===== src/rtl/mips_ctrl_pkg.sv =====
// Shared encodings for the multicycle MIPS control path and datapath muxes.
// MULTICYCLE_JAL_EN adds the JAL_EX state.
package mips_ctrl_pkg;

   typedef enum logic [3:0] {
      S_FETCH    = 4'd0,
      S_DECODE   = 4'd1,
      S_MEMADR   = 4'd2,
      S_MEMRD    = 4'd3,
      S_MEMWB    = 4'd4,
      S_MEMWR    = 4'd5,
      S_RTYPE_EX = 4'd6,
      S_RTYPE_WB = 4'd7,
      S_BEQ_EX   = 4'd8,
      S_J_EX     = 4'd9,
      S_ADDI_EX  = 4'd10,
`ifdef MULTICYCLE_JAL_EN
      S_ADDI_WB  = 4'd11,
      S_JAL_EX   = 4'd12
`else
      S_ADDI_WB  = 4'd11
`endif
   } state_e;

   localparam logic [5:0] OP_RTYPE = 6'h00;
   localparam logic [5:0] OP_J     = 6'h02;
   localparam logic [5:0] OP_JAL   = 6'h03;
   localparam logic [5:0] OP_BEQ   = 6'h04;
   localparam logic [5:0] OP_ADDI  = 6'h08;
   localparam logic [5:0] OP_LW    = 6'h23;
   localparam logic [5:0] OP_SW    = 6'h2B;

   localparam logic [1:0] SRCB_B    = 2'b00;
   localparam logic [1:0] SRCB_4    = 2'b01;
   localparam logic [1:0] SRCB_IMM  = 2'b10;
   localparam logic [1:0] SRCB_IMM2 = 2'b11;

   localparam logic [1:0] PCS_ALU    = 2'b00;
   localparam logic [1:0] PCS_ALUOUT = 2'b01;
   localparam logic [1:0] PCS_JUMP   = 2'b10;

   localparam logic [1:0] RD_RT = 2'b00;
   localparam logic [1:0] RD_RD = 2'b01;
   localparam logic [1:0] RD_RA = 2'b10;

   localparam logic [1:0] MTR_ALUOUT = 2'b00;
   localparam logic [1:0] MTR_MDR    = 2'b01;
   localparam logic [1:0] MTR_PC     = 2'b10;

   localparam logic [1:0] ALU_ADD   = 2'b00;
   localparam logic [1:0] ALU_SUB   = 2'b01;
   localparam logic [1:0] ALU_FUNCT = 2'b10;

   typedef struct packed {
      logic       pc_write;
      logic       iord;
      logic       mem_read;
      logic       mem_write;
      logic       ir_write;
      logic       reg_write;
      logic       alu_src_a;
      logic [1:0] alu_src_b;
      logic [1:0] pc_source;
      logic [1:0] reg_dst;
      logic [1:0] mem_to_reg;
      logic [1:0] alu_op;
   } ctrl_t;

endpackage


===== src/rtl/ctrl_output_decode.sv =====
// State-to-control-word decode for multicycle_ctrl.
// MULTICYCLE_JAL_EN adds the JAL_EX control word.
module ctrl_output_decode
   import mips_ctrl_pkg::*;
(
   input  state_e state_i,
   input  logic   zero_i,
   input  logic   mem_ready_i,
   output ctrl_t  ctrl_o
);

   always_comb begin
      ctrl_o = '0;
      unique case (state_i)
         S_FETCH: begin
            ctrl_o.mem_read  = 1'b1;
            ctrl_o.alu_src_b = SRCB_4;
            ctrl_o.ir_write  = mem_ready_i;
            ctrl_o.pc_write  = mem_ready_i;
         end
         S_DECODE: ctrl_o.alu_src_b = SRCB_IMM2;
         S_MEMADR: begin
            ctrl_o.alu_src_a = 1'b1;
            ctrl_o.alu_src_b = SRCB_IMM;
         end
         S_MEMRD: begin
            ctrl_o.iord     = 1'b1;
            ctrl_o.mem_read = 1'b1;
         end
         S_MEMWB: begin
            ctrl_o.reg_write  = 1'b1;
            ctrl_o.mem_to_reg = MTR_MDR;
         end
         S_MEMWR: begin
            ctrl_o.iord      = 1'b1;
            ctrl_o.mem_write = 1'b1;
         end
         S_RTYPE_EX: begin
            ctrl_o.alu_src_a = 1'b1;
            ctrl_o.alu_op    = ALU_FUNCT;
         end
         S_RTYPE_WB: begin
            ctrl_o.reg_write = 1'b1;
            ctrl_o.reg_dst   = RD_RD;
         end
         // Branch commit follows Zero in the same cycle.
         S_BEQ_EX: begin
            ctrl_o.alu_src_a = 1'b1;
            ctrl_o.alu_op    = ALU_SUB;
            ctrl_o.pc_source = PCS_ALUOUT;
            ctrl_o.pc_write  = zero_i;
         end
         S_J_EX: begin
            ctrl_o.pc_source = PCS_JUMP;
            ctrl_o.pc_write  = 1'b1;
         end
         S_ADDI_EX: begin
            ctrl_o.alu_src_a = 1'b1;
            ctrl_o.alu_src_b = SRCB_IMM;
         end
         S_ADDI_WB: ctrl_o.reg_write = 1'b1;
`ifdef MULTICYCLE_JAL_EN
         S_JAL_EX: begin
            ctrl_o.reg_write  = 1'b1;
            ctrl_o.reg_dst    = RD_RA;
            ctrl_o.mem_to_reg = MTR_PC;
            ctrl_o.pc_source  = PCS_JUMP;
            ctrl_o.pc_write   = 1'b1;
         end
`endif
         default: ctrl_o = '0;
      endcase
   end

endmodule


===== src/rtl/multicycle_ctrl.sv =====
// Main control FSM for the multicycle MIPS datapath with memory stall timeout.
// MULTICYCLE_JAL_EN enables the jal instruction.
module multicycle_ctrl
   import mips_ctrl_pkg::*;
#(
   parameter int MEM_WAIT_MAX = 15
) (
   input  logic       CLK,
   input  logic       Reset,
   input  logic [5:0] Opcode,
   input  logic       Zero,
   input  logic       MemReady,
   output logic       PCWrite,
   output logic       IorD,
   output logic       MemRead,
   output logic       MemWrite,
   output logic       IRWrite,
   output logic       RegWrite,
   output logic       ALUSrcA,
   output logic [1:0] ALUSrcB,
   output logic [1:0] PCSource,
   output logic [1:0] RegDst,
   output logic [1:0] MemtoReg,
   output logic [1:0] ALUOp,
   output logic [3:0] State,
   output logic       IllegalOp,
   output logic       MemTimeout
);

   localparam int CW = $clog2(MEM_WAIT_MAX + 1);

   state_e        state_q, state_d;
   logic [CW-1:0] cnt_q, cnt_d;
   logic          stall, timeout, illegal;
   ctrl_t         ctrl, ctrl_g;

   always_ff @(posedge CLK) begin
      if (Reset) begin
         state_q <= S_FETCH;
         cnt_q   <= '0;
      end else begin
         state_q <= state_d;
         cnt_q   <= cnt_d;
      end
   end

   always_comb begin
      stall   = (state_q inside {S_FETCH, S_MEMRD, S_MEMWR}) && !MemReady;
      timeout = stall && (cnt_q == CW'(MEM_WAIT_MAX));
      illegal = 1'b0;
      state_d = state_q;
      unique case (state_q)
         S_FETCH: if (MemReady) state_d = S_DECODE;
         S_DECODE: begin
            unique case (Opcode)
               OP_LW, OP_SW: state_d = S_MEMADR;
               OP_RTYPE:     state_d = S_RTYPE_EX;
               OP_BEQ:       state_d = S_BEQ_EX;
               OP_J:         state_d = S_J_EX;
               OP_ADDI:      state_d = S_ADDI_EX;
`ifdef MULTICYCLE_JAL_EN
               OP_JAL:       state_d = S_JAL_EX;
`endif
               default: begin
                  illegal = 1'b1;
                  state_d = S_FETCH;
               end
            endcase
         end
         S_MEMADR:   state_d = (Opcode == OP_SW) ? S_MEMWR : S_MEMRD;
         S_MEMRD:    if (MemReady) state_d = S_MEMWB;
         S_MEMWR:    if (MemReady) state_d = S_FETCH;
         S_RTYPE_EX: state_d = S_RTYPE_WB;
         S_ADDI_EX:  state_d = S_ADDI_WB;
         default:    state_d = S_FETCH;
      endcase
      if (timeout) state_d = S_FETCH;
      // A timeout re-enters FETCH, which also counts as a state entry.
      cnt_d = cnt_q;
      if (timeout || state_d != state_q) cnt_d = '0;
      else if (stall) cnt_d = cnt_q + CW'(1);
   end

   ctrl_output_decode u_dec (
      .state_i     (state_q),
      .zero_i      (Zero),
      .mem_ready_i (MemReady),
      .ctrl_o      (ctrl)
   );

   always_comb begin
      ctrl_g = Reset ? '0 : ctrl;
   end

   assign PCWrite    = ctrl_g.pc_write;
   assign IorD       = ctrl_g.iord;
   assign MemRead    = ctrl_g.mem_read;
   assign MemWrite   = ctrl_g.mem_write;
   assign IRWrite    = ctrl_g.ir_write;
   assign RegWrite   = ctrl_g.reg_write;
   assign ALUSrcA    = ctrl_g.alu_src_a;
   assign ALUSrcB    = ctrl_g.alu_src_b;
   assign PCSource   = ctrl_g.pc_source;
   assign RegDst     = ctrl_g.reg_dst;
   assign MemtoReg   = ctrl_g.mem_to_reg;
   assign ALUOp      = ctrl_g.alu_op;
   assign State      = Reset ? 4'd0 : state_q;
   assign IllegalOp  = illegal && !Reset;
   assign MemTimeout = timeout && !Reset;

endmodule


===== config.mk =====
export PLATFORM = sky130hd
export DESIGN_NAME = multicycle_ctrl
export DESIGN_NICKNAME = d
export VERILOG_FILES = /design/src/rtl/mips_ctrl_pkg.sv /design/src/rtl/ctrl_output_decode.sv /design/src/rtl/multicycle_ctrl.sv
export SDC_FILE = /design/constraint.sdc
export NUM_CORES = 1
export LEC_CHECK = 0
export ABC_AREA = 1
export CAP_MARGIN = 0
export CELL_PAD_IN_SITES_DETAIL_PLACEMENT = 1
export CELL_PAD_IN_SITES_GLOBAL_PLACEMENT = 1
export CORE_MARGIN = 3
export CORE_UTILIZATION = 28
export CTS_CLUSTER_DIAMETER = 200
export DETAILED_ROUTE_END_ITERATION = 12
export PLACE_DENSITY_LB_ADDON = 0.1
export SLEW_MARGIN = 5
export SYNTH_ARGS = -nofsm -noshare
export SYNTH_HDL_FRONTEND = slang
export SYNTH_SLANG_ARGS = --single-unit

===== constraint.sdc =====
create_clock -name CLK -period 1.9 [get_ports CLK]
set_input_delay 0.38 -clock CLK [delete_from_list [all_inputs] [get_ports CLK]]
set_output_delay 0.38 -clock CLK [all_outputs]
set_load 0.02 [all_outputs]

==> results of run 1 <==
==> synth_stat cells, drive strengths merged, types with 2 or more instances <==
master  number  area [µm²]
inv         21       78.82
nor4         2       12.51
clkinv       2       7.510
xor2         2       17.52
nand3       14       95.09
buf          2       15.01
o211ai       2       15.01
clkbuf       2       7.510
nor3         2       10.01
dfxtp        8       160.2
a31oi        2       12.51
nor2        41       171.4
a21oi        8       40.04
nand2       31       136.4
o21ai        2       10.01
==> metal layers <==
metal  up-vias  share of wire [%]  global-route usage, %
met4         0                  0                  1.858
met2        32                 55                  37.56
met1       564                 40                  21.24
li1        611                  -                      -
met3         0                4.5                  4.043
met5         -                  0                      0
==> report_power, final <==
part           switching, mW  leakage (nW)  internal, mW  total, mW
Sequential           0.00434        0.0665         0.171      0.175
Clock                 0.0595        0.0138        0.0724      0.132
Combinational         0.0981         0.758        0.0807      0.179
Total                  0.162         0.839         0.324      0.486
==> placed cells by master, fill, tap and decap left out <==
master                             n
sky130_fd_sc_hd__a31o_2            1
sky130_fd_sc_hd__buf_4            50
sky130_fd_sc_hd__mux2_2            1
sky130_fd_sc_hd__inv_2             4
sky130_fd_sc_hd__a31oi_1           2
sky130_fd_sc_hd__nor2_2            7
sky130_fd_sc_hd__a21oi_2           2
sky130_fd_sc_hd__buf_2            14
sky130_fd_sc_hd__nor2_4            2
sky130_fd_sc_hd__clkdlybuf4s50_1   2
sky130_fd_sc_hd__a21oi_1           6
sky130_fd_sc_hd__dfxtp_1           5
sky130_fd_sc_hd__o211ai_1          2
sky130_fd_sc_hd__ha_1              1
sky130_fd_sc_hd__inv_1            17
sky130_fd_sc_hd__nor4_2            2
sky130_fd_sc_hd__nand4_1           1
sky130_fd_sc_hd__conb_1            2
sky130_fd_sc_hd__xnor2_1           1
sky130_fd_sc_hd__clkbuf_4          3
sky130_fd_sc_hd__xor2_1            2
sky130_fd_sc_hd__dlymetal6s2s_1    6
sky130_fd_sc_hd__nor3_1            1
sky130_fd_sc_hd__nand3_1          12
sky130_fd_sc_hd__nor3_4            1
sky130_fd_sc_hd__nand3_4           2
sky130_fd_sc_hd__dfxtp_2           2
sky130_fd_sc_hd__clkbuf_2          2
sky130_fd_sc_hd__dfxtp_4           1
sky130_fd_sc_hd__nand2_1          21
sky130_fd_sc_hd__nand2_2          10
sky130_fd_sc_hd__dlygate4sd2_1     1
sky130_fd_sc_hd__nor2_1           32
sky130_fd_sc_hd__clkinv_1          2
sky130_fd_sc_hd__o21ai_0           2
==> what timing repair did <==
item	CTS	global route
setup endpoints to repair	21	16
pin swaps	3	6
cloned	0	0
gates resized for setup	83	32
setup buffers	0	3
==> stage by stage <==
stage,instance area (µm²),cells,utilization [%]
CTS,1445,250,51.52
global placement,1476,247,52.63
floorplan,844.6,148,-
detailed placement,1476,247,52.63
finish,1500,253,53.48
global route,1500,253,53.48
==> cell families (layout without fill, tap and decap cells) <==
group | Yosys count | in the layout
other cells | 1 | 2
compound gates | 15 | 15
buf+inv | 27 | 101
flops | 8 | 8
mux | 1 | 1
fa+ha+maj | 1 | 1
xor+xnor | 3 | 3
simple gates | 91 | 91
==> final cells by class <==
class	instances	share of cell area (%)
Timing Repair Buffer	75	37.28
Sequential cell	8	11.09
Tap cell	31	2.585
Clock buffer	3	1.501
Multi-Input combinational cell	113	41.78
Inverter	23	5.755
==> path summary, 6_finish.rpt <==
path | from | to | depth (start not counted)
worst max register to register | state_q[1] | cnt_q[1] | 12
worst min register to register | cnt_q[3] | cnt_q[3] | 3
worst max-delay path | Reset | RegWrite | 6
worst min-delay path | cnt_q[3] | cnt_q[3] | 3
==> critical path, cell delays in order <==
cell and delay, ns:
sky130_fd_sc_hd__clkdlybuf4s50_1 0.42, sky130_fd_sc_hd__inv_1 0.10, sky130_fd_sc_hd__nand2_2 0.10, sky130_fd_sc_hd__nor3_4 0.20, sky130_fd_sc_hd__a31o_2 0.14, sky130_fd_sc_hd__buf_4 0.14
==> registers in the layout, summed over array words and instances, names as in the netlist <==
name     cells
cnt_q        4
state_q      4
==> results.md, run 1 <==
Drt:
- In the final routed layout, each cell accounts on average for 14.19 µm.
- The final wirelength is 3590 µm.
- After detailed routing, the number of remaining DRC violations is 0.
- The iteration count of the initial detailed-routing pass is 5.
- After detailed routing, the number of vias per cell comes to 4.771.
- The starting DRC count in detailed routing is 41.
- The number of vias after detailed routing is 1207.
- Once detail routing completed, the nets flagged for antenna violations numbered 0.

Power and ir drop:
- The leakage power total is 0.8386 nW.
- The worst-case IR drop observed on VDD is ~270 µV.
- Summing internal, switching and leakage power gives between 0.4 and 0.5 mW.
- Power spread over the standard cell area amounts to 324.0 nW/µm².

Finish:
- The layout overhead on the synthesized area is 78.42%.
- After filler insertion, the fill cell instance count of the layout stands at 395.
- The area of the multi-input gates is between 600 and 700 µm².
- Cells with a size suffix above 1 make up 46.85% of the layout.
- The final antenna diode count is 0.
- The sequential cells in the finished layout cover a total of 166.4 µm².
- The total number of nets in the final design is 235.

STA:
- The worst path in the final design needs a cycle of ~1.9 ns, including I/O delays and setup.
- Setup violations remaining at the end of the flow were counted as 0.
- The portion of the clock cycle consumed by the worst path in the final layout is 97.73%.
- The hold violation count in the final report is 0.
- The worst hold slack across all endpoints is 0.5549 ns.
- Derived from the worst setup path, the maximum achievable clock frequency is 0.5385 GHz.
- Across all setup checks in the final design, the least slack found is 0.04313 ns.
- The final-report max-slew violation count came to 0.
- The setup skew after layout is 0.0008424 ns.
- For the final routed database, the setup TNS stands at 0 ns.

Yosys:
- The number of flops mapped to enable cells by yosys is 0.
- The synthesized netlist devotes 51.34% of its cell area to simple gates.
- In this run the cell area of the synthesized design comes to 840.8 µm².
- The cell count after synthesis is ~150.
- After synthesis, the largest family of logic cells by area is simple AND/OR/NAND/NOR gates.
- The complex-gate fraction of the synthesized area is 10.27%.
- The number of distinct standard cells referenced by the synthesized netlist is 26.
- The synthesized netlist devotes 1.488% of its cell area to adder and majority cells.
- The share of the yosys chip area belonging to registers is 19.05%.
- In the synthesized netlist the dominant register cell turns out to be sky130_fd_sc_hd__dfxtp_1.
- The xor and xnor area share after synthesis is 3.125%.
- For this run, asynchronously set or reset flops after synthesis account for 0%.
- The multiplexer share of the synthesized area is ~1.3%.
- Averaged over all synthesized cells, the footprint is approximately 5.7 µm².
- The total of flip-flops plus latches after synthesis is 8.
- The count of synthesis-stage warnings from yosys is 0.

Floorplanning:
- The count of standard-cell rows is 19.
- The die width is 60.80 µm.
- For this configuration, the core starts out at a cell density of 29.97%.
- The boundary pin count is 33.
- The core area is ~2800 µm².
- The floorplan step set the die height to between 60 and 70 µm.
- The die area is 3697 µm².

Global route:
- Global routing used 19.01% of the available tracks.
- The via count of the first global-routing pass is 1234.
- The first global-routing pass estimated around 5300 µm of wire.
- Entering global routing, the biggest net connects 11 pins.
- The number of antenna violations at the first check in global routing came to 0.
- Global routing finished with a remaining overflow of 0.

Worst setup path:
- The worst setup path is captured at a primary output.
- STA puts the critical path data required time at 1.52 ns.
- For the worst setup path, the data arrival time is 1.48 ns.
- The setup slack on the worst flop-to-flop path is 0.19 ns.
- Along the worst path, the maximum fanout reaches 2.
- By startpoint and endpoint, the worst setup path is classified as in -> out.
- The worst setup path is launched from an input port.

Outcome:
- The run finished with clean final reports.

CTS:
- The later pin in the worst-skew pair is clocked with a latency of 0.25 ns.
- The clock drives 8 sinks.
- The maximum level of the CTS H-tree is 1.
- Counting the buffers created by CTS gives 3.
- The clock edge transition at the registers on the reported setup and hold paths is 0.05 ns.
- Buffers inserted to repair hold after CTS numbered 0.
- TritonCTS built the clock tree.
- The clock passes through at most 2 buffers.
- The tree is rooted in a sky130_fd_sc_hd__clkbuf_4.

Worst hold path:
- The path category of the worst min-delay check is reg -> reg.

Placement:
- The routability-driven placement congestion ratio is between 0.8 and 0.9.
- The pre-CTS worst setup slack is -0.6240 ns.
- The total of buffers placed on input and output ports is 30.
- The total half-perimeter wirelength after legalization and detailed placement is 2838 µm.

Flow run:
- The tool flagged a number of max-cap violations equal to 0.
(Power assumes the default switching activity.)
==> inputs of run 2 (changes only) <==
--- a/config.mk
+++ b/config.mk
@@ -9,6 +9,7 @@
 export CAP_MARGIN = 0
 export CELL_PAD_IN_SITES_DETAIL_PLACEMENT = 1
 export CELL_PAD_IN_SITES_GLOBAL_PLACEMENT = 1
+export CORE_ASPECT_RATIO = 0.6
 export CORE_MARGIN = 3
 export CORE_UTILIZATION = 28
 export CTS_CLUSTER_DIAMETER = 200
==> run 2 against run 1 <==
Net effect:
- sequential share of layout area fell by 0.38 points
- count of clock-buffer cells in the layout unchanged
- sequential power up 2%
- worst hold slack better by 0.043 ns
- total power increased by 17%
- register-to-register slack worse by 0.16 ns
- critical endpoint is now cnt_q[1]
==> results.md, run 2 (synthesis results as in run 1) <==
Outcome:
- The run finished with clean final reports.

Worst setup path:
- The slowest stage cell on the critical path is sky130_fd_sc_hd__dfxtp_4.
- The signal on the critical path passes through inv_2, nor2_4, nand2_2, buf_4, buf_4, nor2_4, nor2_2, nand2_1, nand2_2, nand2_2, nand2_1, nor2_2, nand2_2, nor2_1.
- Data on the critical path arrives at its endpoint at 2.03 ns.
- Of all nets on the critical path, the largest fanout is 5.
- The element type at the critical path start is a flop.
- The most frequent cell on the critical path is sky130_fd_sc_hd__nand2_2.
- The biggest cell delay along the critical path is 0.38 ns.
- The data required time at the worst endpoint is 2.06 ns.
- The type of the worst setup path is reg -> reg.
- The category of the worst setup path capture point is a flop.
- The depth of the most critical reg-to-reg path is 14.

Floorplanning:
- The chip height is 48.45 µm.
- In this run the standard cell core region covers approximately 2700 µm².
- In this run the core area contains 14 standard-cell rows.
- The die area is 3718 µm².
- The initial core utilization is a little under a third.
- The die width is roughly 77 µm.
- 33 I/O pins were placed.

Power and ir drop:
- The analysis attributes to cell leakage a power of 0.8405 nW.
- Across the VDD grid, the largest voltage drop is 475.7 µV.
- The sum of internal, switching and leakage power is 0.5707 mW.
- The total power divided by cell area is ~360 nW/µm².

STA:
- Clock skew on the completed layout was measured at 0.001153 ns.
- The hold violation count in the final report is 0.
- Based on the critical path, the design can be clocked at up to 0.5358 GHz.
- Setup violations remaining at the end of the flow were counted as 0.
- The final-report max-slew violation count is 0.
- Counting I/O delays and the setup requirement, the final critical path takes 1.866 ns.
- The portion of the clock cycle consumed by the worst path in the final layout is between 90 and 100%.
- Setup repair after global routing could not meet its margin everywhere.
- Summed over all failing endpoints, the final setup total negative slack is 0 ns.

Drt:
- In the routed design, unresolved DRC markers number 0.
- The via density per instance is just under 5.
- Wires add up to approximately 4500 µm.
- The number of vias after detailed routing is 1283.
- After detailed routing, the average wire length per cell comes to 17.04 µm.
- The first TritonRoute pass finished after 4 iterations.
- The starting DRC count in detailed routing is 66.
- In this run the remaining antenna-violating nets after routing total 0.

Global route:
- The first-pass GRT wire length is 6934 µm.
- The global-route met1 utilization is 32.33%.
- The met3 track demand over resource is 4.630%.
- The total overflow left after global routing is 0.
- The met2 usage is 37.72%.
- For this run, the total global-route usage over all layers was measured as 23.42%.
- Entering global routing, the biggest net connects 17 pins.
- The via count of the first global-routing pass is 1374.
- The most congested layer reported by global routing is met2.
- The number of antenna violations at the first check in global routing is 0.

Finish:
- The final antenna diode count is 0.
- The library cells used most frequently in the layout, excluding fill and tap cells, are sky130_fd_sc_hd__buf_4 (46), sky130_fd_sc_hd__nor2_1 (24), sky130_fd_sc_hd__nand2_1 (19).
- Leaving out fill and tap cells, the most frequent cell in the layout is sky130_fd_sc_hd__buf_4.
- In the final layout, flip-flops and latches occupy ~170 µm².
- The filler cell count in the final layout is around 380.
- The layout overhead on the synthesized area is 86.16%.
- The post-route netlist has roughly half of its cells at a drive strength greater than 1.
- The largest registers in the layout are cnt_q (4), state_q (4).
- In the final layout, the multi-input gates occupy 650.6 µm².
- In the final design database the tool counted approximately 240 nets.
- The utilization after layout is 58.40%.

CTS:
- The number of clock buffers inserted by TritonCTS is 3.
- The CTS tree is done.
- The clock insertion delay at the later pin of the skew report is 0.23 ns.
- The clock sink count is 8.
- The master cell of the clock root buffer is sky130_fd_sc_hd__clkbuf_8.
- The clock edge transition at the registers on the reported setup and hold paths is 0.04 ns.
- The count of hold buffers inserted by post-cts repair is 0.
- The maximum level of the CTS H-tree is 1.
- In this run the deepest clock path goes through 2 buffers.

Flow run:
- Max-cap violations in this run came to 0.

Placement:
- The total half-perimeter wirelength after legalization and detailed placement is 3079 µm.
- The congestion estimate from routability-driven global placement came to ~0.87.
- The total of buffers placed on input and output ports is 30.

Worst hold path:
- The worst hold path was traced through 3 stages.
- The path category of the worst min-delay check is reg -> reg.
-- run 2: changes by cell type in the layout (fill, tap and decap cells not counted), moves of 3 or more --
cell	previous run	this run
sky130_fd_sc_hd__dlygate4sd2_1	1	5
sky130_fd_sc_hd__buf_2	14	10
sky130_fd_sc_hd__nor2_1	32	24
sky130_fd_sc_hd__clkbuf_2	2	5
sky130_fd_sc_hd__nor2_2	7	13
sky130_fd_sc_hd__clkbuf_8	0	3
sky130_fd_sc_hd__clkbuf_4	3	0
sky130_fd_sc_hd__buf_4	50	46
-- run 2: layout make-up --
class	count	area share [%]
repair buffers	75	36.37
multi-input cells	113	41.57
clock buffers	3	2.638
well taps	40	3.197
flip-flops and latches	8	10.71
inverters	23	5.516
-- run 2: path summary, 6_finish.rpt --
path | start | to | slack (ns)
worst min-delay path | cnt_q[0] | cnt_q[0] | 0.60
worst max register to register | state_q[0] | cnt_q[1] | 0.03
worst min register to register | cnt_q[0] | cnt_q[0] | 0.60
worst max-delay path | state_q[0] | cnt_q[1] | 0.03
-- run 2: repair_timing --
| item | in CTS | in global routing |
|---|---|---|
| buffers inserted | 1 | 1 |
| resized for setup | 70 | 41 |
| setup endpoints to repair | 25 | 15 |
| gates cloned | 0 | 0 |
| pin swaps | 2 | 6 |
-- run 2: through the flow --
| step | hold WS [ns] | setup WS, ns | instances | cell area (µm²) |
|---|---|---|---|---|
| finish | 0.5983 | 0.03367 | 262 | 1565 |
| global route | 0.6478 | -0.07235 | 262 | 1565 |
| CTS | 0.5893 | -0.1612 | 261 | 1534 |
| detailed placement | 0.5736 | -0.6137 | 257 | 1495 |
| global placement | 0.5467 | -0.5529 | 257 | 1495 |
| floorplan | 0.5022 | 0.05596 | 148 | 844.6 |
-- run 2: routing by layer --
layer	share of wire (%)	vias to the layer above
met5	0	-
met4	1.7	0
met3	6.2	9
met2	45	49
met1	47	618
li1	-	607
-- run 2: worst max-delay path, delay by kind of cell, from the launching register on --
kind	cells	cell delay (ns)
AND/OR/NAND/NOR	11	1.03
flip-flops	1	0.38
buffers and inverters	3	0.38
-- run 2: power breakdown --
group          internal, mW  switching (mW)
Sequential            0.173         0.00625
Clock                 0.138          0.0703
Combinational        0.0772           0.107
==> inputs of run 3 (changes only) <==
--- a/config.mk
+++ b/config.mk
@@ -14,6 +14,7 @@
 export CORE_UTILIZATION = 28
 export CTS_CLUSTER_DIAMETER = 200
 export DETAILED_ROUTE_END_ITERATION = 12
+export MAX_ROUTING_LAYER = met4
 export PLACE_DENSITY_LB_ADDON = 0.1
 export SLEW_MARGIN = 5
 export SYNTH_ARGS = -nofsm -noshare
==> run 3 against run 2 <==
Net effect:
- the run now ends with setup timing left
- fmax decreased by 2.1%
- cell area fell by 0.32%
- worst hold slack worse by 0.0093 ns
- routed wire length increased by 0.58%
- count of clock-buffer cells in the layout stayed put
- utilization decreased by 0.19 points
- clock skew grew 0.0031 ns
- non-clock buffer count fell by 1
- register-to-register slack lost 0.03 ns
- clock power is 2% higher
- first-iteration DRC count shrank 18%
- die area did not move
- largest power group unchanged
- highest routed layer unchanged
==> results.md, run 3 (synthesis results as in run 1) <==
Drt:
- The via density per instance is 4.923.
- The iteration count of the initial detailed-routing pass is 4.
- The count of nets left with antenna violations once routing finished came out at 0.
- The detailed router finished its first iteration with 54 violations.
- For this block, the via count after detailed routing is 1285.
- The residual DRC count is 0.
- The final wirelength is approximately 4500 µm.
- The routed wirelength normalized by instance count is 17.21 µm.

STA:
- Across all setup checks in the final design, the least slack found is -0.006628 ns.
- The setup skew after layout is 0.004215 ns.
- Dividing the final minimum period by the clock period gives 100.3%.
- The final setup violation count is 1.
- Static timing analysis puts the maximum clock frequency at ~0.52 GHz.
- The final-report max-slew violation count is 0.
- The clock period minus final worst setup slack is approximately 1.9 ns.
- The hold violation count in the final report is 0.
- Setup repair after global routing could not meet its margin everywhere.
- Hold timing on the final database bottoms out at a slack of 0.5890 ns.

Placement:
- The total of buffers placed on input and output ports is 30.
- Once placement completed, the tool counted placed cells totaling 257.
- The total half-perimeter wirelength after legalization and detailed placement is 3160 µm.
- The routability-driven placement congestion ratio is 0.9237.

Worst hold path:
- The path category of the worst min-delay check is reg -> reg.
- The worst hold path startpoint is cnt_q[0].
- The worst hold path was traced through 3 stages.
- The worst hold path terminates at cnt_q[0].

Worst setup path:
- On the critical path, the stage with the largest delay is an instance of sky130_fd_sc_hd__dfxtp_2.
- In this run the critical register-to-register path is captured at cnt_q[3].
- The element type at the critical path start is a flop.
- The signal on the critical path passes through nor2_4, nand2_2, nand3_4, nand3_4, nor2_1, clkdlybuf4s15_2.
- The category of the worst setup path capture point is a primary output.
- The type of the worst setup path is reg -> out.
- In this run the critical register-to-register path is launched from state_q[0].
- The combined buffer and inverter count along the critical path is 1.
- The number of cells on the worst reg-to-reg path is 14.
- In this run the worst path has a maximum fanout of 6.
- Across all register-to-register paths, the minimum setup slack is 0 ns.
- Counting buffers and inverters, the worst setup path is 6 cells deep.
- The largest single stage delay on the critical path is 0.36 ns.
- The most frequent cell on the critical path is sky130_fd_sc_hd__nand3_4.
- At the worst endpoint, the arrival time is 1.53 ns.
- The kind of cell with the highest combined delay on the critical path is simple AND/OR/NAND/NOR gates.
- The data required time at the worst endpoint is around 1.5 ns.

Global route:
- The via count of the first global-routing pass is 1349.
- The total track usage is 22.47%.
- The number of antenna violations at the first check in global routing is 0.
- For this run the aggregate overflow at the end of global routing stands at 0.
- The first global-routing pass estimated roughly 6500 µm of wire.
- Entering global routing, the biggest net connects 17 pins.

CTS:
- In this run, CTS created clock tree buffers numbering 3.
- The clock passes through at most 2 buffers.
- The tree built by TritonCTS fans out to 8 sinks.
- The clock insertion delay at the later pin of the skew report is 0.23 ns.
- The master cell of the clock root buffer is sky130_fd_sc_hd__clkbuf_8.
- After clock tree synthesis, the clock-pin slew on the worst setup and hold paths is 0.05 ns.
- The CTS tree is done.
- The maximum level of the CTS H-tree is 1.
- The count of hold buffers inserted by post-cts repair is 0.

Finish:
- In the final design database the tool counted about 230 nets.
- Cells with a size suffix above 1 make up 47.06% of the layout.
- The final antenna diode count is 0.
- Leaving out fill and tap cells, the most frequent cell in the layout is sky130_fd_sc_hd__buf_4.
- In the layout the commonest cells are sky130_fd_sc_hd__buf_4 (47), sky130_fd_sc_hd__nor2_1 (31), sky130_fd_sc_hd__nand2_1 (20).
- Relative to the synthesized area, the layout overhead comes to 85.57%.
- Fill cells in the final layout number 367.
- The count of non-filler cells in the finished layout is approximately 260.
- The largest registers in the layout are cnt_q (4), state_q (4).

Power and ir drop:
- The total power divided by cell area is 366.0 nW/µm².
- The maximum ir drop on the vdd rail is between 300 and 400 µV.
- The analysis attributes to cell leakage a power of 0.8420 nW.

Floorplanning:
- The floorplan has 14 rows.
- The die area is approximately 3700 µm².
- The initial utilization of the core area, before any placement, comes to a little under a third.
- 33 I/O pins were placed.
- The die width is between 70 and 80 µm.
- Measured along the y axis, the die boundary spans 48.45 µm.
- The core area is 2680 µm².

Outcome:
- The checks that failed: setup timing.
- The run finished, with violations left.

Flow run:
- The number of violations of the max-capacitance limit is 0.
[run 3: repair_timing]
action,in CTS,in global routing
pin swaps,3,4
gates resized for setup,59,40
setup endpoints to repair,25,20
endpoints found under the hold margin,0,0
setup buffers,1,0
[run 3: report_power, final]
group / switching [mW] / total, mW / internal [mW] / leakage (nW)
registers: 0.00539 / 0.178 / 0.173 / 0.0667
logic: 0.104 / 0.179 / 0.0758 / 0.754
clock network: 0.0751 / 0.213 / 0.138 / 0.0216
total: 0.184 / 0.571 / 0.387 / 0.842
[run 3: cell type report]
cell class                 instances  area [µm²]  share of cell area, %
sequential                         8       165.2                  10.59
multi-input combinational        113       638.1                  40.90
inverter                          23       86.33                  5.533
tap                               40       50.05                  3.208
clock buffer                       3       41.29                  2.646
timing repair buffer              74       579.3                  37.13
[run 3: worst min-delay path: stages, from the launching register on]
cell	delay (ns)
sky130_fd_sc_hd__dfxtp_1	0.37
sky130_fd_sc_hd__xnor2_1	0.09
sky130_fd_sc_hd__inv_1	0.05
sky130_fd_sc_hd__nor2_1	0.04
[run 3: per-layer routing]
metal,track usage (%),wire [µm]
met5,-,0
met4,6.024,112
met3,6.296,318
met2,36.85,2129
met1,27.21,1930
[run 3: worst max-delay path by stage]
stage          startpoint    endpoint  slack (ns)
4_1_cts         Opcode[2]   IllegalOp       -0.18
6_report       state_q[3]  MemTimeout      -0.007
3_3_place_gp    Opcode[2]   IllegalOp       -0.56
2_1_floorplan  state_q[2]    RegWrite        0.06
3_5_place_dp    Opcode[1]   IllegalOp       -0.62
5_1_grt        state_q[0]    cnt_q[3]       -0.17
[run 3: through the flow]
| step | cell area [µm²] | worst slack, ns | setup TNS, ns | util [%] | power [mW] |
|---|---|---|---|---|---|
| floorplan | 844.6 | 0.05596 | 0 | - | 0.2642 |
| global placement | 1495 | -0.5582 | -7.097 | 55.79 | 0.3476 |
| detailed placement | 1495 | -0.6176 | -8.129 | 55.79 | 0.3564 |
| CTS | 1559 | -0.1785 | -0.2718 | 58.17 | 0.5620 |
| global route | 1560 | -0.1736 | -0.7668 | 58.22 | 0.5977 |
| finish | 1560 | -0.006628 | -0.006628 | 58.22 | 0.5710 |
